[config.mk]
export PLATFORM = sky130hd
export DESIGN_NAME = dmem_copy_engine
export DESIGN_NICKNAME = d
export VERILOG_FILES = /design/src/rtl/dmem_pkg.sv /design/src/rtl/dmem_copy_ctr.sv /design/src/rtl/dmem_copy_engine.sv
export SDC_FILE = /design/constraint.sdc
export NUM_CORES = 1
export LEC_CHECK = 0
export ABC_CLOCK_PERIOD_IN_PS = 6600
export BUFFER_PORTS_ARGS = -buffer_cell sky130_fd_sc_hd__buf_2
export CAP_MARGIN = 20
export CORE_UTILIZATION = 55
export DETAILED_ROUTE_END_ITERATION = 16
export PLACE_DENSITY = 0.86
export SLEW_MARGIN = 5
export SYNTH_ARGS = -nofsm -noshare
export SYNTH_HDL_FRONTEND = slang
export SYNTH_HIERARCHICAL = 1
export SYNTH_SLANG_ARGS = --single-unit
[constraint.sdc]
create_clock -name clk -period 6.6 [get_ports clk]
set_clock_uncertainty 0.05 [all_clocks]
set_input_delay 1.32 -clock clk [delete_from_list [all_inputs] [get_ports clk]]
set_output_delay 1.32 -clock clk [all_outputs]
set_load 0.02 [all_outputs]
[src/rtl/dmem_pkg.sv]
// Shared data-memory definitions: bank geometry, word types and the copy-engine state encoding.
package dmem_pkg;

    localparam int DMEM_ADDR_W = 7;
    localparam int DMEM_DATA_W = 32;
    localparam int DMEM_DEPTH  = 2 ** DMEM_ADDR_W;

    typedef logic [DMEM_ADDR_W-1:0] dmem_addr_t;
    typedef logic [DMEM_DATA_W-1:0] dmem_data_t;

    typedef enum logic [1:0] {
        IDLE  = 2'd0,
        READ  = 2'd1,
        WRITE = 2'd2,
        DONE  = 2'd3
    } copy_state_t;

endpackage

[src/rtl/dmem_copy_ctr.sv]
// Address and length bookkeeping for the copy engine: wrapping src/dst incrementers and a
// remaining-word down-counter with a zero flag.
module dmem_copy_ctr
    import dmem_pkg::*;
#(
    parameter int ADDR_W = DMEM_ADDR_W,
    parameter int CNT_W  = ADDR_W + 1
) (
    input  logic              clk,
    input  logic              rst_n,
    input  logic              load,
    input  logic [ADDR_W-1:0] src_in,
    input  logic [ADDR_W-1:0] dst_in,
    input  logic [CNT_W-1:0]  len_in,
    input  logic              step_src,
    input  logic              step_dst,
    output logic [ADDR_W-1:0] cur_src,
    output logic [ADDR_W-1:0] cur_dst,
    output logic [CNT_W-1:0]  remaining,
    output logic              rem_zero
);

    // Address increments wrap naturally at 2**ADDR_W; step_src consumes one word of length.
    always_ff @(posedge clk or negedge rst_n) begin
        if (!rst_n) begin
            cur_src   <= '0;
            cur_dst   <= '0;
            remaining <= '0;
        end else if (load) begin
            cur_src   <= src_in;
            cur_dst   <= dst_in;
            remaining <= len_in;
        end else begin
            if (step_src) begin
                cur_src   <= cur_src + ADDR_W'(1);
                remaining <= remaining - CNT_W'(1);
            end
            if (step_dst) begin
                cur_dst <= cur_dst + ADDR_W'(1);
            end
        end
    end

    assign rem_zero = (remaining == '0);

endmodule

[src/rtl/dmem_copy_engine.sv]
// Forward block mover for the data memory bank: READ/WRITE pairs, two cycles per word.
// Optional macro DMEM_COPY_CHECKSUM_EN adds a running sum of every word read.
module dmem_copy_engine
    import dmem_pkg::*;
#(
    parameter int ADDR_W = DMEM_ADDR_W,
    parameter int DATA_W = DMEM_DATA_W,
    parameter int LEN_W  = 8
) (
    input  logic              clk,
    input  logic              rst_n,
    input  logic              start,
    input  logic [ADDR_W-1:0] src_addr,
    input  logic [ADDR_W-1:0] dst_addr,
    input  logic [LEN_W-1:0]  len,
    output logic              busy,
    output logic              done,
    output logic              memread,
    output logic              memwrite,
    output logic [ADDR_W-1:0] address,
    output logic [DATA_W-1:0] writedata,
    input  logic [DATA_W-1:0] readdata
`ifdef DMEM_COPY_CHECKSUM_EN
    ,
    output logic [DATA_W-1:0] checksum
`endif
);

    localparam int MAX_LEN = 2 ** ADDR_W;
    localparam int CNT_W   = ADDR_W + 1;

    copy_state_t       state, state_d;
    logic              memread_d, memwrite_d;
    logic [ADDR_W-1:0] address_d;
    logic [DATA_W-1:0] writedata_d;
    logic [CNT_W-1:0]  len_clamped;
    logic [ADDR_W-1:0] cur_src, cur_dst;
    logic [CNT_W-1:0]  remaining;
    logic              rem_zero;
    logic              accept;

    // Lengths beyond the bank depth would just recopy words, so they saturate at one full pass.
    always_comb begin
        if (int'(len) > MAX_LEN) len_clamped = CNT_W'(MAX_LEN);
        else                     len_clamped = CNT_W'(len);
    end

    assign accept = (state == IDLE) && start;

    dmem_copy_ctr #(
        .ADDR_W (ADDR_W),
        .CNT_W  (CNT_W)
    ) u_ctr (
        .clk       (clk),
        .rst_n     (rst_n),
        .load      (accept),
        .src_in    (src_addr),
        .dst_in    (dst_addr),
        .len_in    (len_clamped),
        .step_src  (state == READ),
        .step_dst  (state == WRITE),
        .cur_src   (cur_src),
        .cur_dst   (cur_dst),
        .remaining (remaining),
        .rem_zero  (rem_zero)
    );

    // State and memory-side output registers.
    always_ff @(posedge clk or negedge rst_n) begin
        if (!rst_n) begin
            state     <= IDLE;
            memread   <= 1'b0;
            memwrite  <= 1'b0;
            address   <= '0;
            writedata <= '0;
        end else begin
            state     <= state_d;
            memread   <= memread_d;
            memwrite  <= memwrite_d;
            address   <= address_d;
            writedata <= writedata_d;
        end
    end

    always_comb begin
        state_d = state;
        case (state)
            IDLE:    if (start) state_d = (len == '0) ? DONE : READ;
            READ:    state_d = WRITE;
            WRITE:   state_d = rem_zero ? DONE : READ;
            DONE:    state_d = IDLE;
            default: state_d = IDLE;
        endcase
    end

    // Next values for the registered bus outputs; writedata doubles as the read holding register.
    always_comb begin
        memread_d   = 1'b0;
        memwrite_d  = 1'b0;
        address_d   = address;
        writedata_d = writedata;
        case (state)
            IDLE: begin
                if (start && (len != '0)) begin
                    memread_d = 1'b1;
                    address_d = src_addr;
                end
            end
            READ: begin
                memwrite_d  = 1'b1;
                address_d   = cur_dst;
                writedata_d = readdata;
            end
            WRITE: begin
                if (!rem_zero) begin
                    memread_d = 1'b1;
                    address_d = cur_src;
                end
            end
            DONE:    address_d = '0;
            default: address_d = '0;
        endcase
    end

    assign busy = (state != IDLE);
    assign done = (state == DONE);

`ifdef DMEM_COPY_CHECKSUM_EN
    always_ff @(posedge clk or negedge rst_n) begin
        if (!rst_n)              checksum <= '0;
        else if (accept)         checksum <= '0;
        else if (state == READ)  checksum <= checksum + readdata;
    end
`endif

endmodule
==> results of run 1 <==
## layout make-up
| class | count | share of cell area [%] |
|---|---|---|
| Clock buffer | 9 | 3.26 |
| Sequential cell | 65 | 42.8 |
| Clock inverter | 6 | 0.955 |
| Tap cell | 70 | 2.30 |
| Multi-Input combinational cell | 182 | 36.6 |
| Timing Repair Buffer | 102 | 13.6 |
| Inverter | 5 | 0.494 |
## sequential cells by signal, indices dropped and copies added, names as in the netlist
name,cells
address,7
u_ctr/remaining,8
memwrite,1
u_ctr/cur_dst,7
writedata,32
memread,1
u_ctr/cur_src,7
state,2
## worst paths after layout
path                            slack, ps                           start  cells past startpoint                              to
worst max-delay path                 3730            state[0]$_DFFE_PN0P_                      2                            busy
worst min-delay path                  450       writedata[21]$_DFFE_PN0P_                      1       writedata[21]$_DFFE_PN0P_
worst max register to register       3860  u_ctr/remaining[5]$_DFFE_PN0P_                      6          address[0]$_DFFE_PN0P_
worst min register to register        450       writedata[21]$_DFFE_PN0P_                      1       writedata[21]$_DFFE_PN0P_
max in group asynchronous            4870                           rst_n                      2        writedata[2]$_DFFE_PN0P_
min in group asynchronous            1100                           rst_n                      2  u_ctr/remaining[4]$_DFFE_PN0P_
## power breakdown
part / internal [mW] / switching (mW)
Sequential: 0.602 / 0.165
Clock: 0.132 / 0.146
Combinational: 0.425 / 0.497
Total: 1.16 / 0.808
## per-stage QoR
step	setup WS [ps]	total power [mW]	util, %	cell area [µm²]	cells
after floorplan	3960	1.42	-	3100	266
after global placement	3800	1.64	69.1	3640	424
after detailed placement	3760	1.69	69.1	3640	424
after CTS	3720	1.98	72.1	3800	439
after global routing	3670	2.09	72.1	3800	439
final	3730	1.97	72.1	3800	439
## critical path, cell delays in order, from the launching register on
cell	delay, ps
dfrtp_1	600
or2_2	400
buf_2	170
## cells by family after synthesis
logic type	count (synthesis)
AO/OA/AOI/OAI	36
XOR/XNOR	11
adder cells (fa/ha/maj)	4
buffers and inverters	19
flip-flops	65
multiplexers	49
AND/OR/NAND/NOR	82
## metal layers
layer | GRT usage (%) | vias to the layer above | part of all wire, % | wire length [µm]
li1 | - | 1139 | - | -
met1 | 28.7 | 1174 | 41 | 2710
met2 | 41.9 | 97 | 52 | 3480
met3 | 5.00 | 14 | 5.7 | 381
met4 | 11.1 | 0 | 1.8 | 123
met5 | 0 | - | 0 | 0
## placed cells by master, fill, tap and decap left out, types with 3 or more instances in the layout
cell	instances
buf_2	99
dfrtp_1	65
nand2_1	36
mux2_2	33
o21ai_0	24
mux2i_1	9
clkbuf_8	9
nor2_1	7
and2b_2	7
mux2_4	7
xor2_1	7
nand3_1	7
o211ai_1	6
or4_1	6
inv_1	4
clkinv_2	4
nand4_1	4
xnor2_1	4
ha_1	4
or4_4	3
buf_4	3
==> results.tsv, run 1 <==
metric	value	unit
status	complete, no violations	
synth_top_family_by_area	multiplexers	
slew_violations	0	
max_freq	349	MHz
yosysWarnings	6	
min_period_over_period	43.4	%
nFillCells	400	
synth_seq_cells	65	
ant_nets	0	
crit_type	reg -> out	
regArea	1630	µm²
syn2layout_area_growth	22.5	%
worst_ir_drop_vdd	248	µV
drc	0	
synth.cell_area	3100	µm²
ios	100	
path_max_fanout	15	
grt_max_degree	66	
drt-pass1-iter-count	4	
synth_top_cell_area_share	52.4	%
cts_htree_levels	3	
n_antenna_cell	0	
synth_edf_count	0	
finalHoldViolations	0	
syn_avg_cell_area	11.7	µm²
clk_pin_slew_worst_paths	70	ps
whs	454	ps
ctsHoldBuffers	0	
max_cap_viol_count	0	
cp.arrival	1500	ps
drt_iter0_markers	204	
multi_input_area	1390	µm²
antenna_found_initial	0	
portBuffers	99	
power_leakage	1.79	nW
period_minus_slack	2870	ps
core_area	5270	µm²
grt_pass1_vias	2427	
muxShareOfSynthArea	18.3	%
via_per_inst	5.52	
vias	2424	
hpwl	4640	µm
synthXorXnorAreaFrac	3.10	%
slew-limit-headroom	31.6	%
required	5230	ps
finalSetupViolations	0	
ys_dominant_reg_cell	dfrtp_1	
numCtsBuffers	9	
ctsLongestPathBuffers	2	
wl	6700	µm
drive_gt1_share	47.2	%
synth_adder_area_share	1.61	%
cts-resized-gates	0	
synth_cell_types	35	
worst_slew_pin_slew	1020	ps
post_cts_buffers	0	
critPathCaptureType	output pin	
clkLatencyLatePin	330	ps
grtUsageTotal	24.2	%
fin_nets	426	
die_x	77.1	µm
ys_async_sr_fraction	100	%
crit_path_start_kind	register	
routedWlPerCell	15.3	µm
gp_congestion	0.795	
clockRootBuffer	clkbuf_8	
die_area	5950	µm²
synthCells	266	
fp-row-count	26	
grt.overflow.total	0	
grt_pass1_wl	11200	µm
power.density	517	nW/µm²
synth_area_leaders	dfrtp_1, mux2_2, nand2_1	
rsz0062_at_grt	no	
synth_simple_gate_area_share	14.3	%
clock-sinks	65	
cts_tree	built	
synth_nets	327	
setup_tns	0	ps
synth_top_area_cell	dfrtp_1	
hp-class	reg -> reg	
netlist_top_cells_count	dfrtp_1, nand2_1, mux2_2	
ys_seq_area_share	52.4	%
initial_core_util	58.9	%
die_y	77.1	µm
synth_compound_area_share	7.17	%
synth_most_common_cell	dfrtp_1	
Power figures use the tool's default switching activity.
==> inputs of run 2 (changes only) <==
Settings changed: ABC_CLOCK_PERIOD_IN_PS 6600 to 2600, CORE_UTILIZATION 55 to 46, PLACE_DENSITY 0.86 to 0.76.
Clock period 6.6 ns to 2.6 ns, I/O delays scaled along.
==> run 2 against run 1 <==
Effect of this change: the flow now finishes with violations (DRC); highest routed layer unchanged; flip-flop and latch count unchanged; total power grew to 2.7 times the previous value; count of clock-buffer cells in the layout grew 1; largest power group unchanged; sequential share of layout area down 1.4 points.
==> results.tsv, run 2 (synthesis results as in run 1) <==
metric	value	unit
power.density	1340	nW/µm²
slew_violations	0	
worst_ir_drop_vdd	601	µV
cp_slowest_cell	or4_4	
status	finished, violations left	
switching_power	2.06	mW
r2r-start	u_ctr/remaining[4]$_DFFE_PN0P_	
path_depth	7	
violations	DRC	
place_inst	437	
power_leakage	1.85	nW
vias	2377	
crit_path_start_kind	register	
slew-limit-headroom	64.6	%
grt.overflow.total	0	
switching_share	39.3	%
worst_slew_pin_slew	531	ps
reg_top3	writedata x32, u_ctr/remaining x8	
path_max_fanout	7	
drive_gt1_share	47.9	%
power	5.25	mW
numCtsBuffers	9	
max_freq	425	MHz
nFillCells	539	
grt_pass1_vias	2468	
die_area	7080	µm²
hp-class	in -> async	
grtUsageMet3	3.44	%
die_y	84.2	µm
grtUsageMet1	25.1	%
cts_htree_levels	3	
fin_nets	432	
grt_pass1_wl	11300	µm
post_layout_nonfiller_instances	453	
drt-pass1-iter-count	10	
r2r_slack	250	ps
die_x	84.2	µm
drc	12	
cts-resized-gates	0	
initial_core_util	48.3	%
syn2layout_area_growth	26.4	%
ctsLongestPathBuffers	2	
wl	6660	µm
largest_reg_flops	32	
min_period_over_period	90.5	%
drt_iter0_markers	104	
max_cap_viol_count	0	
ios	100	
use_met2	35.0	%
gp_congestion	0.833	
setup_tns	0	ps
required	2760	ps
clock-sinks	65	
core_area	6420	µm²
setup.worst_path.end	address[1]$_DFFE_PN0P_	
p_int	3.19	mW
ant_nets	0	
r2r_cells	7	
grtUsageTotal	20.5	%
cp_cell_sequence	or4_4 > nor4b_1 > buf_4 > inv_1 > a21oi_1 > o21ai_4 > mux2_4	
clockRootBuffer	clkbuf_8	
routedWlPerCell	14.7	µm
hpwl	4860	µm
cts_tree	built	
via_per_inst	5.25	
critPathBufInv	2	
post_cts_buffers	0	
period_minus_slack	2350	ps
slowest_delay	550	ps
final_common_cell	buf_2	
n_antenna_cell	0	
ctsHoldBuffers	0	
portBuffers	99	
reg2reg_to	address[1]$_DFFE_PN0P_	
top_register	writedata	
grt_busiest_layer	met2	
antenna_found_initial	0	
fp-row-count	29	
critPathTopFamily	simple AND/OR/NAND/NOR gates	
clkPwrFrac	17.8	%
critPathCaptureType	register	
finalSetupViolations	0	
clkLatencyLatePin	330	ps
final_cell_mix	buf_2, dfrtp_1, nand2_1	
crit_type	reg -> reg	
rsz0062_at_grt	no	
cp.arrival	2510	ps
critical_path.startpoint	u_ctr/remaining[4]$_DFFE_PN0P_	
clk_pin_slew_worst_paths	70	ps
p_comb_share	46.4	%
finalHoldViolations	0	
grt_max_degree	66	
power_frac_seq	35.7	%
==> run 2: changes by cell type in the layout (fill, tap and decap cells not counted), sizes merged <==
cell | previous run | this run
buf | 102 | 108
inv | 4 | 5
bufinv | 0 | 2
clkbuf | 9 | 10
clkinv | 6 | 3
==> run 2: worst min path at each step <==
| stage | from | cells past startpoint | end |
|---|---|---|---|
| floorplan | rst_n | 0 | address[0]$_DFFE_PN0P_ |
| global placement | writedata[12]$_DFFE_PN0P_ | 1 | writedata[12]$_DFFE_PN0P_ |
| detailed placement | writedata[12]$_DFFE_PN0P_ | 1 | writedata[12]$_DFFE_PN0P_ |
| CTS | rst_n | 2 | writedata[1]$_DFFE_PN0P_ |
| global route | rst_n | 2 | u_ctr/remaining[5]$_DFFE_PN0P_ |
| finish | rst_n | 2 | u_ctr/remaining[5]$_DFFE_PN0P_ |
==> run 2: final cells by class <==
type | instances | area, µm² | share of cell area (%)
clock buffer | 10 | 128 | 3.25
clock inverter | 6 | 90.1 | 2.30
inverter | 5 | 18.8 | 0.478
multi-input combinational | 182 | 1390 | 35.4
sequential | 65 | 1630 | 41.4
tap | 77 | 96.3 | 2.45
timing repair buffer | 108 | 576 | 14.7
==> run 2: routing by layer <==
metal	share of wire [%]	routed length, µm	vias up
met5	0	0	-
met4	2.3	155	0
met3	4.9	326	13
met2	50	3340	72
met1	43	2840	1144
li1	-	-	1148
==> run 2: power by group through the flow <==
stage / registers (mW) / logic [mW] / clock network, mW
final: 1.88 / 2.44 / 0.936
after global routing: 1.96 / 2.65 / 1.01
after detailed placement: 1.90 / 2.45 / 0
after global placement: 1.86 / 2.39 / 0
after CTS: 1.88 / 2.46 / 0.965
after floorplan: 2.24 / 1.36 / 0
==> run 2: metrics by stage <==
step | instance area (µm²) | util, % | worst slack [ps] | hold slack (ps)
after floorplan | 3100 | - | 326 | 174
after global placement | 3710 | 57.7 | 338 | 433
after detailed placement | 3710 | 57.7 | 276 | 441
after CTS | 3930 | 61.1 | 254 | 147
after global routing | 3930 | 61.1 | 173 | 160
final | 3930 | 61.1 | 248 | 137
==> inputs of run 3 (changes only) <==
Settings changed: ABC_CLOCK_PERIOD_IN_PS 2600 to not set, BUFFER_PORTS_ARGS -buffer_cell sky130_fd_sc_hd__buf_2 to not set, CORE_UTILIZATION 46 to 55, CTS_BUF_LIST set to sky130_fd_sc_hd__clkbuf_2 sky130_fd_sc_hd__clkbuf_4 sky130_fd_sc_hd__clkbuf_8, DONT_BUFFER_PORTS set to 1, PLACE_DENSITY 0.76 to 0.73.
==> run 3 against run 2 <==
Effect of this change: the run now ends clean; sequential power increased by 26%; non-clock buffer count decreased by 102; worst hold slack got worse by 130 ps; final cell count decreased by 24%; flip-flop and latch count unchanged; clock power increased by 13%; count of clock-buffer cells in the layout unchanged; via count decreased by 16%; cell area decreased by 12%; worst setup slack got worse by 8.8 ps; total power decreased by 4.4%.
==> results.tsv, run 3 (synthesis results as in run 1) <==
metric	value	unit
status	complete, no violations	
ios	100	
fin_nets	330	
ctsLongestPathBuffers	2	
initial_core_util	58.9	%
slew-limit-headroom	64.8	%
clockRootBuffer	clkbuf_8	
hpwl	4120	µm
grt_pass1_wl	9550	µm
drt-pass1-iter-count	4	
via_per_inst	5.80	
cts_htree_levels	3	
cp_cell_sequence	or4_4 > nor4b_1 > inv_1 > a21oi_1 > o21ai_4 > mux2_4	
die_area	5950	µm²
clkLatencyLatePin	330	ps
numCtsBuffers	9	
critPathBufInv	1	
worst_slack	239	ps
hp-class	in -> async	
top_register	writedata	
setup_tns	0	ps
final_cell_mix	dfrtp_1, nand2_1, mux2_2	
grtUsageTotal	21.0	%
fin_area	3440	µm²
worst_ir_drop_vdd	652	µV
routedWlPerCell	17.2	µm
power.density	1460	nW/µm²
antenna_found_initial	0	
clk_pin_slew_worst_paths	70	ps
worst_slew_pin_slew	528	ps
gp_congestion	0.822	
vias	1995	
wl	5900	µm
clkPwrFrac	21.2	%
critPathTopFamily	simple AND/OR/NAND/NOR gates	
reg_top3	writedata x32, u_ctr/remaining x8	
finalHoldViolations	0	
largest_reg_flops	32	
max_cap_viol_count	0	
r2r_slack	240	ps
crit_path_start_kind	register	
required	2760	ps
cts_tree	built	
ctsHoldBuffers	1	
drc	0	
cp_slowest_cell	or4_4	
whs	9.93	ps
final_core_util	65.3	%
core_area	5270	µm²
max_freq	424	MHz
grt.overflow.total	0	
slowest_delay	560	ps
crit_type	reg -> reg	
grt_pass1_vias	1991	
critPathCaptureType	register	
switching_power	1.97	mW
fp-row-count	26	
syn2layout_area_growth	10.8	%
dp_slack	250	ps
die_y	77.1	µm
final_common_cell	dfrtp_1	
switching_share	39.4	%
power_frac_seq	47.0	%
power_leakage	1.45	nW
min_period_over_period	90.8	%
cp.arrival	2520	ps
period_minus_slack	2360	ps
r2r-start	u_ctr/remaining[5]$_DFFE_PN0P_	
p_int	3.04	mW
drive_gt1_share	28.8	%
cts-resized-gates	0	
grt_max_degree	66	
drt_iter0_markers	100	
portBuffers	0	
r2r_cells	6	
slew_violations	0	
post_cts_buffers	0	
ant_nets	0	
n_antenna_cell	0	
clock-sinks	65	
rsz0062_at_grt	no	
placed_cell_area	3160	µm²
finalSetupViolations	0	
p_comb_share	31.9	%
die_x	77.1	µm
path_max_fanout	7	
reg2reg_to	address[6]$_DFFE_PN0P_	
## run 3: cell count changes in the layout (fill, tap and decap cells not counted)
| cell | delta |
|---|---|
| buf_12 | -1 |
| buf_16 | +1 |
| buf_2 | -99 |
| buf_4 | -3 |
| bufinv_16 | +1 |
| clkbuf_1 | -1 |
| clkbuf_8 | +1 |
| clkinv_2 | -1 |
| clkinv_4 | +1 |
| inv_6 | -1 |
## run 3: cell type report
class | count | area, µm²
Sequential cell | 65 | 1630
Multi-Input combinational cell | 182 | 1390
Clock buffer | 10 | 138
Clock inverter | 6 | 115
Tap cell | 70 | 87.6
Fill cell | 431 | 1830
Inverter | 5 | 18.8
Timing Repair Buffer | 6 | 65.1
## run 3: worst max-delay path by stage
| stage | end | depth (start not counted) | from | slack (ps) |
|---|---|---|---|---|
| finish | address[6]$_DFFE_PN0P_ | 6 | u_ctr/remaining[5]$_DFFE_PN0P_ | 240 |
| global route | address[6]$_DFFE_PN0P_ | 6 | u_ctr/remaining[5]$_DFFE_PN0P_ | 50 |
| CTS | address[6]$_DFFE_PN0P_ | 6 | u_ctr/remaining[5]$_DFFE_PN0P_ | 230 |
| detailed placement | address[1]$_DFFE_PN0P_ | 6 | u_ctr/remaining[5]$_DFFE_PN0P_ | 250 |
| global placement | address[1]$_DFFE_PN0P_ | 6 | u_ctr/remaining[5]$_DFFE_PN0P_ | 310 |
| floorplan | u_ctr/remaining[5]$_DFFE_PN0P_ | 6 | state[1]$_DFFE_PN0P_ | 330 |
## run 3: power by group through the flow
stage               Clock, mW  Sequential (mW)  Combinational, mW
finish                   1.06             2.36               1.60
global route             1.13             2.42               1.79
detailed placement          0             2.38               1.59
global placement            0             2.35               1.53
floorplan                   0             2.24               1.36
CTS                      1.08             2.36               1.62
## run 3: per-stage QoR
step	cells	power, mW
3_5_place_dp	327	3.97
3_3_place_gp	327	3.88
2_1_floorplan	266	3.61
5_1_grt	344	5.33
6_report	344	5.02
4_1_cts	344	5.06
## run 3: per-layer routing
metal  GRT usage (%)  routed length [µm]  share of wire, %
met4            10.2                  99               1.7
met3            5.60                 372               6.3
met2            32.0                2770                47
met5               0                   0                 0
met1            27.8                2660                45
